`config.mk`:
```
export PLATFORM = sky130hd
export DESIGN_NAME = vend_payment_ctrl_flat
export DESIGN_NICKNAME = d
export VERILOG_FILES = /design/src/rtl/vend_payment_ctrl_if.sv /design/src/rtl/vend_payment_ctrl.sv /design/src/flat_wrapper.sv
export SDC_FILE = /design/constraint.sdc
export NUM_CORES = 1
export LEC_CHECK = 0
export CORE_ASPECT_RATIO = 1.4
export CORE_UTILIZATION = 25
export CTS_CLUSTER_DIAMETER = 150
export DETAILED_ROUTE_END_ITERATION = 12
export PLACE_DENSITY_LB_ADDON = 0.2
export SYNTH_ARGS = -nofsm -noshare
export SYNTH_HDL_FRONTEND = slang
export SYNTH_SLANG_ARGS = --single-unit
```
`constraint.sdc`:
```
create_clock -name clk -period 8.1 [get_ports clk]
set_input_delay 0.81 -clock clk [delete_from_list [all_inputs] [get_ports clk]]
set_output_delay 0.81 -clock clk [all_outputs]
set_load 0.05 [all_outputs]
```
`src/rtl/vend_payment_ctrl_if.sv`:
```
// Vending payment controller bus: configuration, coin/selection inputs,
// vend and change handshakes, and status outputs.
interface vend_payment_ctrl_if #(
  parameter int NUM_ITEMS = 8,
  parameter int PRICE_W   = 8,
  parameter int BAL_W     = 11,
  parameter int CRED_W    = 9,
  parameter int IDX_W     = 4
);
  logic [NUM_ITEMS*PRICE_W-1:0] price_table;
  logic [CRED_W-1:0]            cred_init;
  logic                         coin_valid;
  logic [1:0]                   coin_type;
  logic                         pay_mode;
  logic                         sel_valid;
  logic [IDX_W-1:0]             sel_index;
  logic                         cancel;
  logic                         vend_ack;
  logic                         chg_ack;
  logic                         vend_req;
  logic [IDX_W-1:0]             vend_idx;
  logic                         chg_valid;
  logic [1:0]                   chg_coin;
  logic [BAL_W-1:0]             balance;
  logic [CRED_W-1:0]            credit;
  logic                         busy;
  logic                         err_funds;
  logic                         err_index;
  logic                         coin_reject;
  logic                         cancel_done;

  modport master (
    output price_table, cred_init, coin_valid, coin_type, pay_mode,
           sel_valid, sel_index, cancel, vend_ack, chg_ack,
    input  vend_req, vend_idx, chg_valid, chg_coin, balance, credit,
           busy, err_funds, err_index, coin_reject, cancel_done
  );

  modport slave (
    input  price_table, cred_init, coin_valid, coin_type, pay_mode,
           sel_valid, sel_index, cancel, vend_ack, chg_ack,
    output vend_req, vend_idx, chg_valid, chg_coin, balance, credit,
           busy, err_funds, err_index, coin_reject, cancel_done
  );
endinterface

```
`src/rtl/vend_payment_ctrl.sv`:
```
// Vending payment controller: accepts coins, checks funds against a price
// list captured at reset, drives the vend handshake, and refunds the cash
// balance greedily (largest coin first) on cancel.
module vend_payment_ctrl #(
  parameter int NUM_ITEMS = 8,
  parameter int PRICE_W   = 8,
  parameter int BAL_W     = 11,
  parameter int CRED_W    = 9,
  parameter int IDX_W     = 4
) (
  input logic clk,
  input logic rst,
  vend_payment_ctrl_if.slave bus
);
  // Common arithmetic width wide enough for balance, credit and price plus carry.
  localparam int MW1 = (BAL_W > CRED_W) ? BAL_W : CRED_W;
  localparam int AW  = ((MW1 > PRICE_W) ? MW1 : PRICE_W) + 2;
  localparam logic [AW-1:0] BAL_MAX = {{(AW-BAL_W){1'b0}}, {BAL_W{1'b1}}};

  typedef enum logic [1:0] {IDLE, CHECK, VEND, CHANGE} state_t;

  state_t                       state;
  logic [NUM_ITEMS*PRICE_W-1:0] priceReg;
  logic [IDX_W-1:0]             latIdx;
  logic                         latMode;
  logic [BAL_W-1:0]             balance;
  logic [CRED_W-1:0]            credit;
  logic                         vendReq, chgValid, busyR;
  logic [IDX_W-1:0]             vendIdx;
  logic [1:0]                   chgCoin;
  logic                         errFunds, errIndex, coinReject, cancelDone;

  // Coin code to cents.
  function automatic logic [AW-1:0] coinValue(input logic [1:0] code);
    case (code)
      2'd0:    coinValue = AW'(7'd5);
      2'd1:    coinValue = AW'(7'd10);
      2'd2:    coinValue = AW'(7'd25);
      2'd3:    coinValue = AW'(7'd100);
      default: coinValue = AW'(7'd0);
    endcase
  endfunction

  // Largest coin not exceeding the given amount.
  function automatic logic [1:0] greedyCoin(input logic [AW-1:0] amt);
    if (amt >= AW'(7'd100))     greedyCoin = 2'd3;
    else if (amt >= AW'(7'd25)) greedyCoin = 2'd2;
    else if (amt >= AW'(7'd10)) greedyCoin = 2'd1;
    else                        greedyCoin = 2'd0;
  endfunction

  // Index-addressable view of the captured price list; unused slots read zero.
  logic [PRICE_W-1:0] priceAt [(1<<IDX_W)];
  for (genvar gi = 0; gi < (1 << IDX_W); gi++) begin : g_price
    if (gi < NUM_ITEMS) begin : g_used
      assign priceAt[gi] = priceReg[gi*PRICE_W +: PRICE_W];
    end else begin : g_unused
      assign priceAt[gi] = {PRICE_W{1'b0}};
    end
  end

  logic [AW-1:0] balW, credW, priceW, coinW, sumW, balCoin, fundsW, chgRem;
  logic          coinOk, idxBad;

  // Coin acceptance, fund selection and refund remainder.
  always_comb begin
    balW   = AW'(balance);
    credW  = AW'(credit);
    priceW = AW'(priceAt[latIdx]);
    coinW  = coinValue(bus.coin_type);
    sumW   = balW + coinW;
    if (bus.coin_valid && (state != CHANGE) && (sumW <= BAL_MAX)) coinOk = 1'b1;
    else                                                          coinOk = 1'b0;
    if (coinOk) balCoin = sumW;
    else        balCoin = balW;
    if (latMode) fundsW = credW;
    else         fundsW = balW;
    chgRem = balW - coinValue(chgCoin);
    idxBad = ({{(32-IDX_W){1'b0}}, bus.sel_index} >= 32'(NUM_ITEMS));
  end

  // Payment FSM with registered handshake, balance and status outputs.
  always_ff @(posedge clk) begin
    if (rst) begin
      state      <= IDLE;
      priceReg   <= bus.price_table;
      credit     <= bus.cred_init;
      balance    <= {BAL_W{1'b0}};
      latIdx     <= {IDX_W{1'b0}};
      latMode    <= 1'b0;
      vendReq    <= 1'b0;
      vendIdx    <= {IDX_W{1'b0}};
      chgValid   <= 1'b0;
      chgCoin    <= 2'd0;
      busyR      <= 1'b0;
      errFunds   <= 1'b0;
      errIndex   <= 1'b0;
      coinReject <= 1'b0;
      cancelDone <= 1'b0;
    end else begin
      errFunds   <= 1'b0;
      errIndex   <= 1'b0;
      cancelDone <= 1'b0;
      coinReject <= bus.coin_valid & ~coinOk;
      balance    <= BAL_W'(balCoin);
      case (state)
        IDLE: begin
          if (bus.cancel) begin
            if (balance != {BAL_W{1'b0}}) begin
              state    <= CHANGE;
              busyR    <= 1'b1;
              chgValid <= 1'b1;
              chgCoin  <= greedyCoin(balCoin);
            end else begin
              cancelDone <= 1'b1;
            end
          end else if (bus.sel_valid) begin
            if (idxBad) begin
              errIndex <= 1'b1;
            end else begin
              latIdx  <= bus.sel_index;
              latMode <= bus.pay_mode;
              state   <= CHECK;
              busyR   <= 1'b1;
            end
          end
        end
        CHECK: begin
          // Sufficiency uses the pre-coin funds; a same-cycle coin is netted.
          if (fundsW >= priceW) begin
            if (latMode) credit  <= CRED_W'(credW - priceW);
            else         balance <= BAL_W'(balCoin - priceW);
            state   <= VEND;
            vendReq <= 1'b1;
            vendIdx <= latIdx;
          end else begin
            errFunds <= 1'b1;
            state    <= IDLE;
            busyR    <= 1'b0;
          end
        end
        VEND: begin
          if (bus.vend_ack) begin
            vendReq <= 1'b0;
            state   <= IDLE;
            busyR   <= 1'b0;
          end
        end
        CHANGE: begin
          if (bus.chg_ack) begin
            balance <= BAL_W'(chgRem);
            if (chgRem == {AW{1'b0}}) begin
              chgValid   <= 1'b0;
              cancelDone <= 1'b1;
              state      <= IDLE;
              busyR      <= 1'b0;
            end else begin
              chgCoin <= greedyCoin(chgRem);
            end
          end
        end
        default: begin
          state    <= IDLE;
          busyR    <= 1'b0;
          vendReq  <= 1'b0;
          chgValid <= 1'b0;
        end
      endcase
    end
  end

  assign bus.vend_req    = vendReq;
  assign bus.vend_idx    = vendIdx;
  assign bus.chg_valid   = chgValid;
  assign bus.chg_coin    = chgCoin;
  assign bus.balance     = balance;
  assign bus.credit      = credit;
  assign bus.busy        = busyR;
  assign bus.err_funds   = errFunds;
  assign bus.err_index   = errIndex;
  assign bus.coin_reject = coinReject;
  assign bus.cancel_done = cancelDone;
endmodule

```
`src/flat_wrapper.sv`:
```
// flat-port wrapper written by rule: the top's interface ports become plain ports
module vend_payment_ctrl_flat 
#(
  parameter int NUM_ITEMS = 8,
  parameter int PRICE_W   = 8,
  parameter int BAL_W     = 11,
  parameter int CRED_W    = 9,
  parameter int IDX_W     = 4
)
  (clk, rst, bus_price_table, bus_cred_init, bus_coin_valid, bus_coin_type, bus_pay_mode, bus_sel_valid, bus_sel_index, bus_cancel, bus_vend_ack, bus_chg_ack, bus_vend_req, bus_vend_idx, bus_chg_valid, bus_chg_coin, bus_balance, bus_credit, bus_busy, bus_err_funds, bus_err_index, bus_coin_reject, bus_cancel_done);
  vend_payment_ctrl_if #(.NUM_ITEMS(NUM_ITEMS), .PRICE_W(PRICE_W), .BAL_W(BAL_W), .CRED_W(CRED_W), .IDX_W(IDX_W)) bus_i ();
  input logic clk;
  input logic rst;
  input wire logic [$bits(bus_i.price_table)-1:0] bus_price_table;
  input wire logic [$bits(bus_i.cred_init)-1:0] bus_cred_init;
  input wire logic [$bits(bus_i.coin_valid)-1:0] bus_coin_valid;
  input wire logic [$bits(bus_i.coin_type)-1:0] bus_coin_type;
  input wire logic [$bits(bus_i.pay_mode)-1:0] bus_pay_mode;
  input wire logic [$bits(bus_i.sel_valid)-1:0] bus_sel_valid;
  input wire logic [$bits(bus_i.sel_index)-1:0] bus_sel_index;
  input wire logic [$bits(bus_i.cancel)-1:0] bus_cancel;
  input wire logic [$bits(bus_i.vend_ack)-1:0] bus_vend_ack;
  input wire logic [$bits(bus_i.chg_ack)-1:0] bus_chg_ack;
  output wire logic [$bits(bus_i.vend_req)-1:0] bus_vend_req;
  output wire logic [$bits(bus_i.vend_idx)-1:0] bus_vend_idx;
  output wire logic [$bits(bus_i.chg_valid)-1:0] bus_chg_valid;
  output wire logic [$bits(bus_i.chg_coin)-1:0] bus_chg_coin;
  output wire logic [$bits(bus_i.balance)-1:0] bus_balance;
  output wire logic [$bits(bus_i.credit)-1:0] bus_credit;
  output wire logic [$bits(bus_i.busy)-1:0] bus_busy;
  output wire logic [$bits(bus_i.err_funds)-1:0] bus_err_funds;
  output wire logic [$bits(bus_i.err_index)-1:0] bus_err_index;
  output wire logic [$bits(bus_i.coin_reject)-1:0] bus_coin_reject;
  output wire logic [$bits(bus_i.cancel_done)-1:0] bus_cancel_done;
  assign bus_i.price_table = bus_price_table;
  assign bus_i.cred_init = bus_cred_init;
  assign bus_i.coin_valid = bus_coin_valid;
  assign bus_i.coin_type = bus_coin_type;
  assign bus_i.pay_mode = bus_pay_mode;
  assign bus_i.sel_valid = bus_sel_valid;
  assign bus_i.sel_index = bus_sel_index;
  assign bus_i.cancel = bus_cancel;
  assign bus_i.vend_ack = bus_vend_ack;
  assign bus_i.chg_ack = bus_chg_ack;
  assign bus_vend_req = bus_i.vend_req;
  assign bus_vend_idx = bus_i.vend_idx;
  assign bus_chg_valid = bus_i.chg_valid;
  assign bus_chg_coin = bus_i.chg_coin;
  assign bus_balance = bus_i.balance;
  assign bus_credit = bus_i.credit;
  assign bus_busy = bus_i.busy;
  assign bus_err_funds = bus_i.err_funds;
  assign bus_err_index = bus_i.err_index;
  assign bus_coin_reject = bus_i.coin_reject;
  assign bus_cancel_done = bus_i.cancel_done;
  vend_payment_ctrl #(.NUM_ITEMS(NUM_ITEMS), .PRICE_W(PRICE_W), .BAL_W(BAL_W), .CRED_W(CRED_W), .IDX_W(IDX_W)) u_core (.clk(clk), .rst(rst), .bus(bus_i));
endmodule
```
==> impl_results.md, run 1 <==
- Final core occ: 0.328
- Highest-count cells in the layout ignoring fill and taps: sky130_fd_sc_hd__clkdlybuf4s50_1 (118), sky130_fd_sc_hd__edfxtp_1 (73), sky130_fd_sc_hd__ha_1 (48), sky130_fd_sc_hd__nand2_1 (44), sky130_fd_sc_hd__inv_1 (39)
- Height of the die: 193 um
- TritonCTS clock tree: done
- Highest ir drop seen on vdd: approximately 0.20 mV
- Dominant synthesized flop cell: sky130_fd_sc_hd__edfxtp_1
- Post-route DRC: 12
- Worst Reg-to-Reg Cells: 17
- Result of the run: finished with violations
- Async set or reset register ratio after synthesis: 0
- Time the worst path needs with I/O delays and setup: 5.27 ns
- Post-Synthesis Mean Instance Area: roughly 11 sq um
- DR WL met2: roughly 9 mm
- Violated checks: design-rule violations
- IO Port Bufs: roughly 120
- Met1 Wirelength: between 7 and 8 mm
- Max-capacitance violation count: 0
- Post-cts hold buffer count: 0
- Fin Setup TNS: 0 ns
- Vias: between 4000 and 5000
- Worst Skew: 0.0121 ns
- Overflow after GRT: 0
- Number of diodes added for antenna fixing: 0
- Critical path class: input port to register
- Area growth, synth to finish: 28.6%
- Total wirelength of the detailed-routed design: roughly 18 mm
- Wire length of the first global-routing pass: around 28 mm
- Worst skew pair latency: about 0.36 ns
- Number of core rows: 69
- Share of the clock period used by the worst path after layout: 0.651
- Number of enable-type register cells in the synthesized netlist: 73
- Gate Count Post-Synth: 596
- Number of design-rule violations left by the first detailed-router iteration: 224
- Leak pwr: roughly 3.1 nW
- Pwr dens: 321 nW/um^2
- Number of hold violations in the final report: 0
- Path class of the lowest-slack min-delay path: register to register
- Required arrival time at the worst endpoint: around 8.3 ns
- Antenna Violating Nets Remaining: 0
- CTS clk-pin slew, worst paths: around 0.080 ns
- Number of nets at the end of the flow: about 850
- Post-synthesis sequential element count: around 100
- Number of instances resized during post-cts repair: 0
- I/O Pins: 120
- Syn. warnings: 0
- Overall die area: ~27000 sq um
- Layout cell share with drive strength beyond 1: 0.0969
- Netlist Area Pre-Place: ~6500 sq um
- Area inside the core boundary: 25500 sq um
- Syn nets: about 740
- Number of pins exceeding their max-slew limit in the final report: 0
- Number of clock buffers inserted by TritonCTS: 9
- Highest Signal Layer: met4
- Estimated wirelength of the detail-placed design: 13.9 mm
- Routability Congestion: 0.842
- Vias per cell: a little under 5
- Largest fanout of any net on the critical path: 18
- Rel. slew slack: 0.352
- Worst-case register-to-register setup slack: about 3.6 ns
- Worst hold path depth: 2
- Hold wc startpoint: u_core.bus.vend_idx[1]
- Number of global-route vias before repair: 5177
- Hold path endpoint: u_core.bus.vend_idx[1]
- Die span in x: 138 um
- Setup repair after global routing missed its margin: no
- Capturing element type of the critical path: register
- Effective utilization at floorplan: 0.255
- Number of search-and-repair iterations in the first detailed-routing pass: 9
- Post-synthesis sequential area ratio: 0.433
- Reg-to-reg startpoint: u_core.bus.balance[3]
- Number of different library cells in the post-synthesis netlist: between 70 and 80
- Routed wire length on met3: between 700 and 800 um
- Clock net sink count: roughly 100
- Launching element type of the critical path: input port
- Endpoint of the worst-slack reg-to-reg timing path: u_core.bus.balance[10]
- Antenna violations before repair: 0
- Final-report setup violation count: 0
- Worst-Margin Slew: about 0.97 ns
- Buffer type at the clock tree root: sky130_fd_sc_hd__clkbuf_16
- Pin count of the biggest net entering global routing: 83
- CTS H-Tree Depth: 3
- Leading cell type in the layout, fill and taps excluded: sky130_fd_sc_hd__clkdlybuf4s50_1
- Global-route total usage across every layer: 0.140
- Critical Path AT: ~5.5 ns
- Post-CTS setup-driven buffer insertion count: 0
- Maximum buffer depth of the clock tree: 2
- Mean routed wirelength per cell: ~17 um
- Highest clock rate: 190 MHz
## per-stage QoR
stage	hold slack [ns]	instances	setup WS (ns)	instance area, sq um	total power, W
final	0.460	1031	2.83	8340	0.00268
after global routing	0.485	1031	2.57	8340	0.00289
after CTS	0.462	1031	2.87	8340	0.00271
after detailed placement	0.451	1015	2.50	8020	0.00221
after global placement	0.447	1015	2.60	8020	0.00221
after floorplan	0.519	596	3.43	6490	0.00177
## worst max-delay path by stage
stage | from | to | slack (ns)
floorplan | bus_coin_type[0] | u_core.bus.balance[10] | 3.43
global placement | bus_coin_type[0] | u_core.bus.balance[10] | 2.60
detailed placement | bus_coin_type[0] | u_core.bus.balance[10] | 2.50
CTS | bus_coin_type[0] | u_core.bus.balance[10] | 2.87
global route | bus_coin_type[0] | u_core.bus.balance[10] | 2.57
finish | bus_coin_type[0] | u_core.bus.balance[10] | 2.83
## layout make-up
class | count | area [sq um]
fillers | 2579 | 17100
multi-input cells | 431 | 3450
flip-flops and latches | 104 | 2810
repair buffers | 122 | 1210
well taps | 319 | 399
clock buffers | 9 | 225
inverters | 39 | 146
clock inverters | 7 | 103
## worst max-delay path: stages
cell                              delay, ns
sky130_fd_sc_hd__clkdlybuf4s50_1       0.52
sky130_fd_sc_hd__inv_1                 0.07
sky130_fd_sc_hd__ha_1                  0.31
sky130_fd_sc_hd__inv_1                 0.05
sky130_fd_sc_hd__ha_1                  0.32
sky130_fd_sc_hd__a21o_1                0.20
sky130_fd_sc_hd__a21oi_1               0.18
sky130_fd_sc_hd__nand2_1               0.15
sky130_fd_sc_hd__a31oi_4               0.51
sky130_fd_sc_hd__mux2i_1               0.37
sky130_fd_sc_hd__ha_1                  0.22
sky130_fd_sc_hd__inv_1                 0.05
sky130_fd_sc_hd__fa_1                  0.38
sky130_fd_sc_hd__a21o_1                0.20
sky130_fd_sc_hd__a21oi_1               0.22
sky130_fd_sc_hd__nor2b_1               0.11
sky130_fd_sc_hd__nor4_1                0.19
sky130_fd_sc_hd__nor2_1                0.10
sky130_fd_sc_hd__nor4_1                0.29
sky130_fd_sc_hd__a211o_1               0.18
sky130_fd_sc_hd__o211ai_1              0.08
## kinds of logic after synthesis
| logic type | synth area share |
|---|---|
| mux | 0.115 |
| buf+inv | 0.0357 |
| flops | 0.433 |
| fa+ha+maj | 0.105 |
| compound gates | 0.147 |
| simple gates | 0.142 |
| xor+xnor | 0.0216 |
## synth_stat cells, types with 3 or more instances
cell type / n / share of area
sky130_fd_sc_hd__edfxtp_1: 73 / 0.34
sky130_fd_sc_hd__ha_1: 48 / 0.093
sky130_fd_sc_hd__nand2_1: 44 / 0.025
sky130_fd_sc_hd__inv_1: 39 / 0.023
sky130_fd_sc_hd__nor2_1: 36 / 0.021
sky130_fd_sc_hd__dfxtp_1: 31 / 0.096
sky130_fd_sc_hd__a21oi_1: 26 / 0.020
sky130_fd_sc_hd__mux2i_1: 22 / 0.034
sky130_fd_sc_hd__o21ai_0: 20 / 0.015
sky130_fd_sc_hd__clkbuf_1: 16 / 0.0093
sky130_fd_sc_hd__mux4_2: 16 / 0.056
sky130_fd_sc_hd__nor3_1: 16 / 0.012
sky130_fd_sc_hd__mux2_2: 14 / 0.024
sky130_fd_sc_hd__nand3_1: 11 / 0.0085
sky130_fd_sc_hd__nor2b_1: 11 / 0.011
sky130_fd_sc_hd__a21o_1: 8 / 0.0093
sky130_fd_sc_hd__a31oi_1: 8 / 0.0077
sky130_fd_sc_hd__or2_2: 8 / 0.0077
sky130_fd_sc_hd__xnor2_1: 8 / 0.011
sky130_fd_sc_hd__xor2_1: 8 / 0.011
sky130_fd_sc_hd__o21a_1: 7 / 0.0081
sky130_fd_sc_hd__o31ai_1: 7 / 0.0081
sky130_fd_sc_hd__nand2b_1: 6 / 0.0058
sky130_fd_sc_hd__nor4_1: 6 / 0.0058
sky130_fd_sc_hd__nand4_1: 5 / 0.0048
sky130_fd_sc_hd__nor3b_1: 5 / 0.0058
sky130_fd_sc_hd__o211ai_1: 5 / 0.0058
sky130_fd_sc_hd__a211o_1: 4 / 0.0054
sky130_fd_sc_hd__a21boi_0: 4 / 0.0046
sky130_fd_sc_hd__and2_1: 4 / 0.0039
sky130_fd_sc_hd__buf_1: 4 / 0.0023
sky130_fd_sc_hd__fa_1: 4 / 0.012
sky130_fd_sc_hd__o21ai_1: 4 / 0.0031
sky130_fd_sc_hd__or3_1: 4 / 0.0039
sky130_fd_sc_hd__a211oi_1: 3 / 0.0035
sky130_fd_sc_hd__a222oi_1: 3 / 0.0046
sky130_fd_sc_hd__a22oi_1: 3 / 0.0035
sky130_fd_sc_hd__a32oi_1: 3 / 0.0040
sky130_fd_sc_hd__and3_1: 3 / 0.0029
sky130_fd_sc_hd__nor4b_1: 3 / 0.0040
## metal layers
layer / up-vias / GRT usage
li1: 2481 / -
met1: 2349 / 0.161
met2: 112 / 0.254
met3: 24 / 0.0300
met4: 0 / 0.0527
met5: - / 0
## where the power goes
group	internal (W)	total, W	switching (W)
logic	0.000598	0.00146	0.000860
registers	0.000645	0.000737	0.0000922
clock network	0.000274	0.000486	0.000211
total	0.00152	0.00268	0.00116
## registers in the layout, summed over array words and instances, names as in the netlist
| name | flops |
|---|---|
| u_core.bus.balance | 11 |
| u_core.bus.busy | 1 |
| u_core.bus.cancel_done | 1 |
| u_core.bus.chg_coin | 2 |
| u_core.bus.chg_valid | 1 |
| u_core.bus.coin_reject | 1 |
| u_core.bus.credit | 9 |
| u_core.bus.err_funds | 1 |
| u_core.bus.err_index | 1 |
| u_core.bus.vend_idx | 4 |
| u_core.bus.vend_req | 1 |
| u_core.latIdx | 4 |
| u_core.latMode | 1 |
| u_core.priceReg | 64 |
| u_core.state | 2 |
Power figures use the tool's default switching activity.
==> run 2, diff against run 1 <==
==> constraint.sdc (replaced) <==
create_clock -name clk -period 4.6 [get_ports clk]
set_input_delay 0.46 -clock clk [delete_from_list [all_inputs] [get_ports clk]]
set_output_delay 0.46 -clock clk [all_outputs]
set_load 0.05 [all_outputs]
==> run 2 against run 1 <==
The run still ends with design-rule violations left. Power up 81%. Global-route usage up 0.50 points. Largest cell class unchanged. First-iteration DRC count up 11%. Cell area up 3.1%. Critical path depth unchanged. Via count up 3.6%. Flip-flop and latch count unchanged. Sequential power up 66%. Largest power group unchanged. Highest routed layer unchanged. Critical endpoint unchanged. Clock power up 57%. Sequential share of layout area down 1.0 points.
==> impl_results.md, run 2 (same netlist as run 1, synthesis figures left out) <==
- Pwr dens: 563 nW/um^2 (was 321 nW/um^2)
- Multi-input gate area: 3480 sq um (was 3450 sq um)
- Time the worst path needs with I/O delays and setup: 4.28 ns
- I/O Pins: 120 (unchanged)
- Critical Path Max Stage Delay: 0.48 ns (was 0.52 ns)
- Minimum setup slack after placement: -0.105 ns (was 2.50 ns)
- Combined buffer and inverter count along the critical path: 4 (unchanged)
- Max-capacitance violation count: 0 (unchanged)
- Result of the run: finished with violations (unchanged)
- Number of design-rule violations left by the first detailed-router iteration: 249 (was 224)
- Critical-path cell with the highest stage delay: sky130_fd_sc_hd__clkdlybuf4s50_1 (unchanged)
- Routability Congestion: 0.853 (was 0.842)
- Global-route total usage across every layer: 0.145 (was 0.140)
- Share of the clock period used by the worst path after layout: 0.930
- Height of the die: 193 um (unchanged)
- Number of search-and-repair iterations in the first detailed-routing pass: 8 (was 9)
- Final worst setup slack: 0.321 ns (was 2.83 ns)
- Launching element type of the critical path: input port (unchanged)
- Overflow after GRT: 0 (unchanged)
- Vias: 5146 (was 4966)
- Number of global-route vias before repair: 5543 (was 5177)
- Number of hold violations in the final report: 0 (unchanged)
- Fin Setup TNS: 0 ns (unchanged)
- Mean routed wirelength per cell: 17.3 um (was 17.2 um)
- Critical Path AT: 4.49 ns (was 5.51 ns)
- Register bank with the most flops: u_core.priceReg (unchanged)
- Total power consumption of the routed design: 0.00485 W (was 0.00268 W)
- Total wirelength of the detailed-routed design: 18.5 mm (was 17.8 mm)
- Filler-free cell count of the finished design: 1064 (was 1031)
- Post-placement cell count: 1047 (was 1015)
- Number of nets at the end of the flow: 879 (was 846)
- Highest ir drop seen on vdd: 0.195 mV (was 0.202 mV)
- Capturing element type of the critical path: register (unchanged)
- Clock net sink count: 104 (unchanged)
- Final-report setup violation count: 0 (unchanged)
- Cell breakdown of the critical path: clkdlybuf4s50_1 > inv_1 > ha_1 > inv_1 > ha_1 > a21o_1 > a21oi_2 > nand2_2 > a31oi_4 > mux2i_2 > ha_2 > inv_1 > fa_2 > a21o_1 > a21oi_2 > nor2b_1 > nor4_1 > nor2_1 > nor4_2 > a211o_1 > o211ai_1 (was clkdlybuf4s50_1 > inv_1 > ha_1 > inv_1 > ha_1 > a21o_1 > a21oi_1 > nand2_1 > a31oi_4 > mux2i_1 > ha_1 > inv_1 > fa_1 > a21o_1 > a21oi_1 > nor2b_1 > nor4_1 > nor2_1 > nor4_1 > a211o_1 > o211ai_1)
- Wire length of the first global-routing pass: 29.6 mm (was 28.3 mm)
- Effective utilization at floorplan: 0.255 (unchanged)
- CTS clk-pin slew, worst paths: 0.08 ns (about the same)
- Number of flip-flops in the largest register: 64 (unchanged)
- Violated checks: design-rule violations (unchanged)
- Largest fanout of any net on the critical path: 2 (was 18)
- TritonCTS clock tree: done (unchanged)
- Worst hold-check slack: 0.459 ns (was 0.460 ns)
- Buffer type at the clock tree root: sky130_fd_sc_hd__clkbuf_16 (unchanged)
- Highest clock rate: around 230 MHz
- Number of diodes added for antenna fixing: 0 (unchanged)
- Overall die area: 26600 sq um (unchanged)
- Leak pwr: 3.31 nW (was 3.15 nW)
- Number of core rows: 69 (unchanged)
- Number of fill cells in the layout: 2572 (was 2579)
- Most common cell type on the critical path: sky130_fd_sc_hd__inv_1
- Post-route DRC: 12 (unchanged)
- Path class of the lowest-slack min-delay path: register to register (unchanged)
- Sequential Area: 2810 sq um (unchanged)
- Worst Skew: 0.0101 ns (was 0.0121 ns)
- Estimated wirelength of the detail-placed design: 14.7 mm (was 13.9 mm)
- Antenna Violating Nets Remaining: 0 (unchanged)
- Vias per cell: 4.84 (was 4.82)
- Highest-count cells in the layout ignoring fill and taps: sky130_fd_sc_hd__clkdlybuf4s50_1 (118), sky130_fd_sc_hd__edfxtp_1 (73), sky130_fd_sc_hd__ha_1 (47), sky130_fd_sc_hd__nand2_1 (43), sky130_fd_sc_hd__inv_1 (39) (was sky130_fd_sc_hd__clkdlybuf4s50_1 (118), sky130_fd_sc_hd__edfxtp_1 (73), sky130_fd_sc_hd__ha_1 (48), sky130_fd_sc_hd__nand2_1 (44), sky130_fd_sc_hd__inv_1 (39))
- Die span in x: 138 um (unchanged)
- Pin count of the biggest net entering global routing: 67 (was 83)
- Leading cell type in the layout, fill and taps excluded: sky130_fd_sc_hd__clkdlybuf4s50_1 (unchanged)
- Setup repair after global routing missed its margin: no (unchanged)
- Number of pins exceeding their max-slew limit in the final report: 0 (unchanged)
- Antenna violations before repair: 0 (unchanged)
- Area growth, synth to finish: 32.6% (was 28.6%)
- Required arrival time at the worst endpoint: 4.81 ns (was 8.34 ns)
- CTS H-Tree Depth: 3 (unchanged)
- Worst skew pair latency: 0.35 ns (was 0.36 ns)
- Worst-Margin Slew: 0.763 ns (was 0.972 ns)
- Maximum buffer depth of the clock tree: 2 (unchanged)
- Post-cts hold buffer count: 0 (unchanged)
- Number of clock buffers inserted by TritonCTS: 9 (unchanged)
- Area inside the core boundary: 25500 sq um (unchanged)
- Critical path class: input port to register (unchanged)
- Layout cell share with drive strength beyond 1: 0.148 (was 0.0969)
- Cell family contributing the most delay on the critical path: adder cells (was compound AO/OA/AOI/OAI gates)
- Rel. slew slack: 0.491 (was 0.352)
- Largest registers: u_core.priceReg: 64 flops, u_core.bus.balance: 11 flops, u_core.bus.credit: 9 flops (unchanged)
- IO Port Bufs: 119 (unchanged)
[run 2: changes by cell type in the layout (fill, tap and decap cells not counted), sizes merged]
cell / before / now
bufinv: 2 / 0
clkinvlp: 3 / 1
buf: 4 / 37
clkinv: 0 / 2
inv: 41 / 43
[run 2: final cells by class]
cell class / instances / area share
inverter: 39 / 0.0170
sequential: 104 / 0.327
multi-input combinational: 431 / 0.405
timing repair buffer: 155 / 0.171
clock buffer: 9 / 0.0262
tap: 319 / 0.0464
clock inverter: 7 / 0.00713
[run 2: final timing paths]
kind,from,to,slack (ns),cells after the start
max,bus_coin_type[0],u_core.bus.balance[10],0.32,21
min,u_core.bus.vend_idx[1],u_core.bus.vend_idx[1],0.46,2
max reg2reg,u_core.latIdx[1],u_core.bus.credit[3],0.86,11
min reg2reg,u_core.bus.vend_idx[1],u_core.bus.vend_idx[1],0.46,2
[run 2: through the flow]
stage | instance area (sq um) | utilization
2_1_floorplan | 6490 | -
3_3_place_gp | 8270 | 0.325
3_5_place_dp | 8270 | 0.325
4_1_cts | 8550 | 0.336
5_1_grt | 8600 | 0.338
6_report | 8600 | 0.338
[run 2: worst register-to-register path, delay by kind of cell (launching register included)]
| family | cells | cell delay [ns] |
|---|---|---|
| compound gates | 5 | 1.39 |
| fa+ha+maj | 1 | 0.30 |
| buf+inv | 1 | 0.23 |
| flops | 1 | 0.64 |
| mux | 1 | 0.29 |
| simple gates | 3 | 0.54 |
[run 2: timing repair]
action	CTS	global route
gates resized for setup	0	10
setup buffers	0	1
hold endpoints to repair	0	0
endpoints found under the setup margin	0	4
[run 2: power breakdown]
| group | switching, W | total [W] | leakage (nW) | internal (W) |
|---|---|---|---|---|
| Combinational | 0.00168 | 0.00287 | 2.20 | 0.00119 |
| Sequential | 0.0000822 | 0.00122 | 0.968 | 0.00114 |
| Clock | 0.000382 | 0.000762 | 0.140 | 0.000380 |
| Total | 0.00214 | 0.00485 | 3.31 | 0.00271 |
[run 2: metal layers]
layer | wire length [um] | GRT usage
met5 | 0 | 0
met3 | 944 | 0.0325
met2 | 9810 | 0.274
met1 | 7370 | 0.159
met4 | 331 | 0.0506
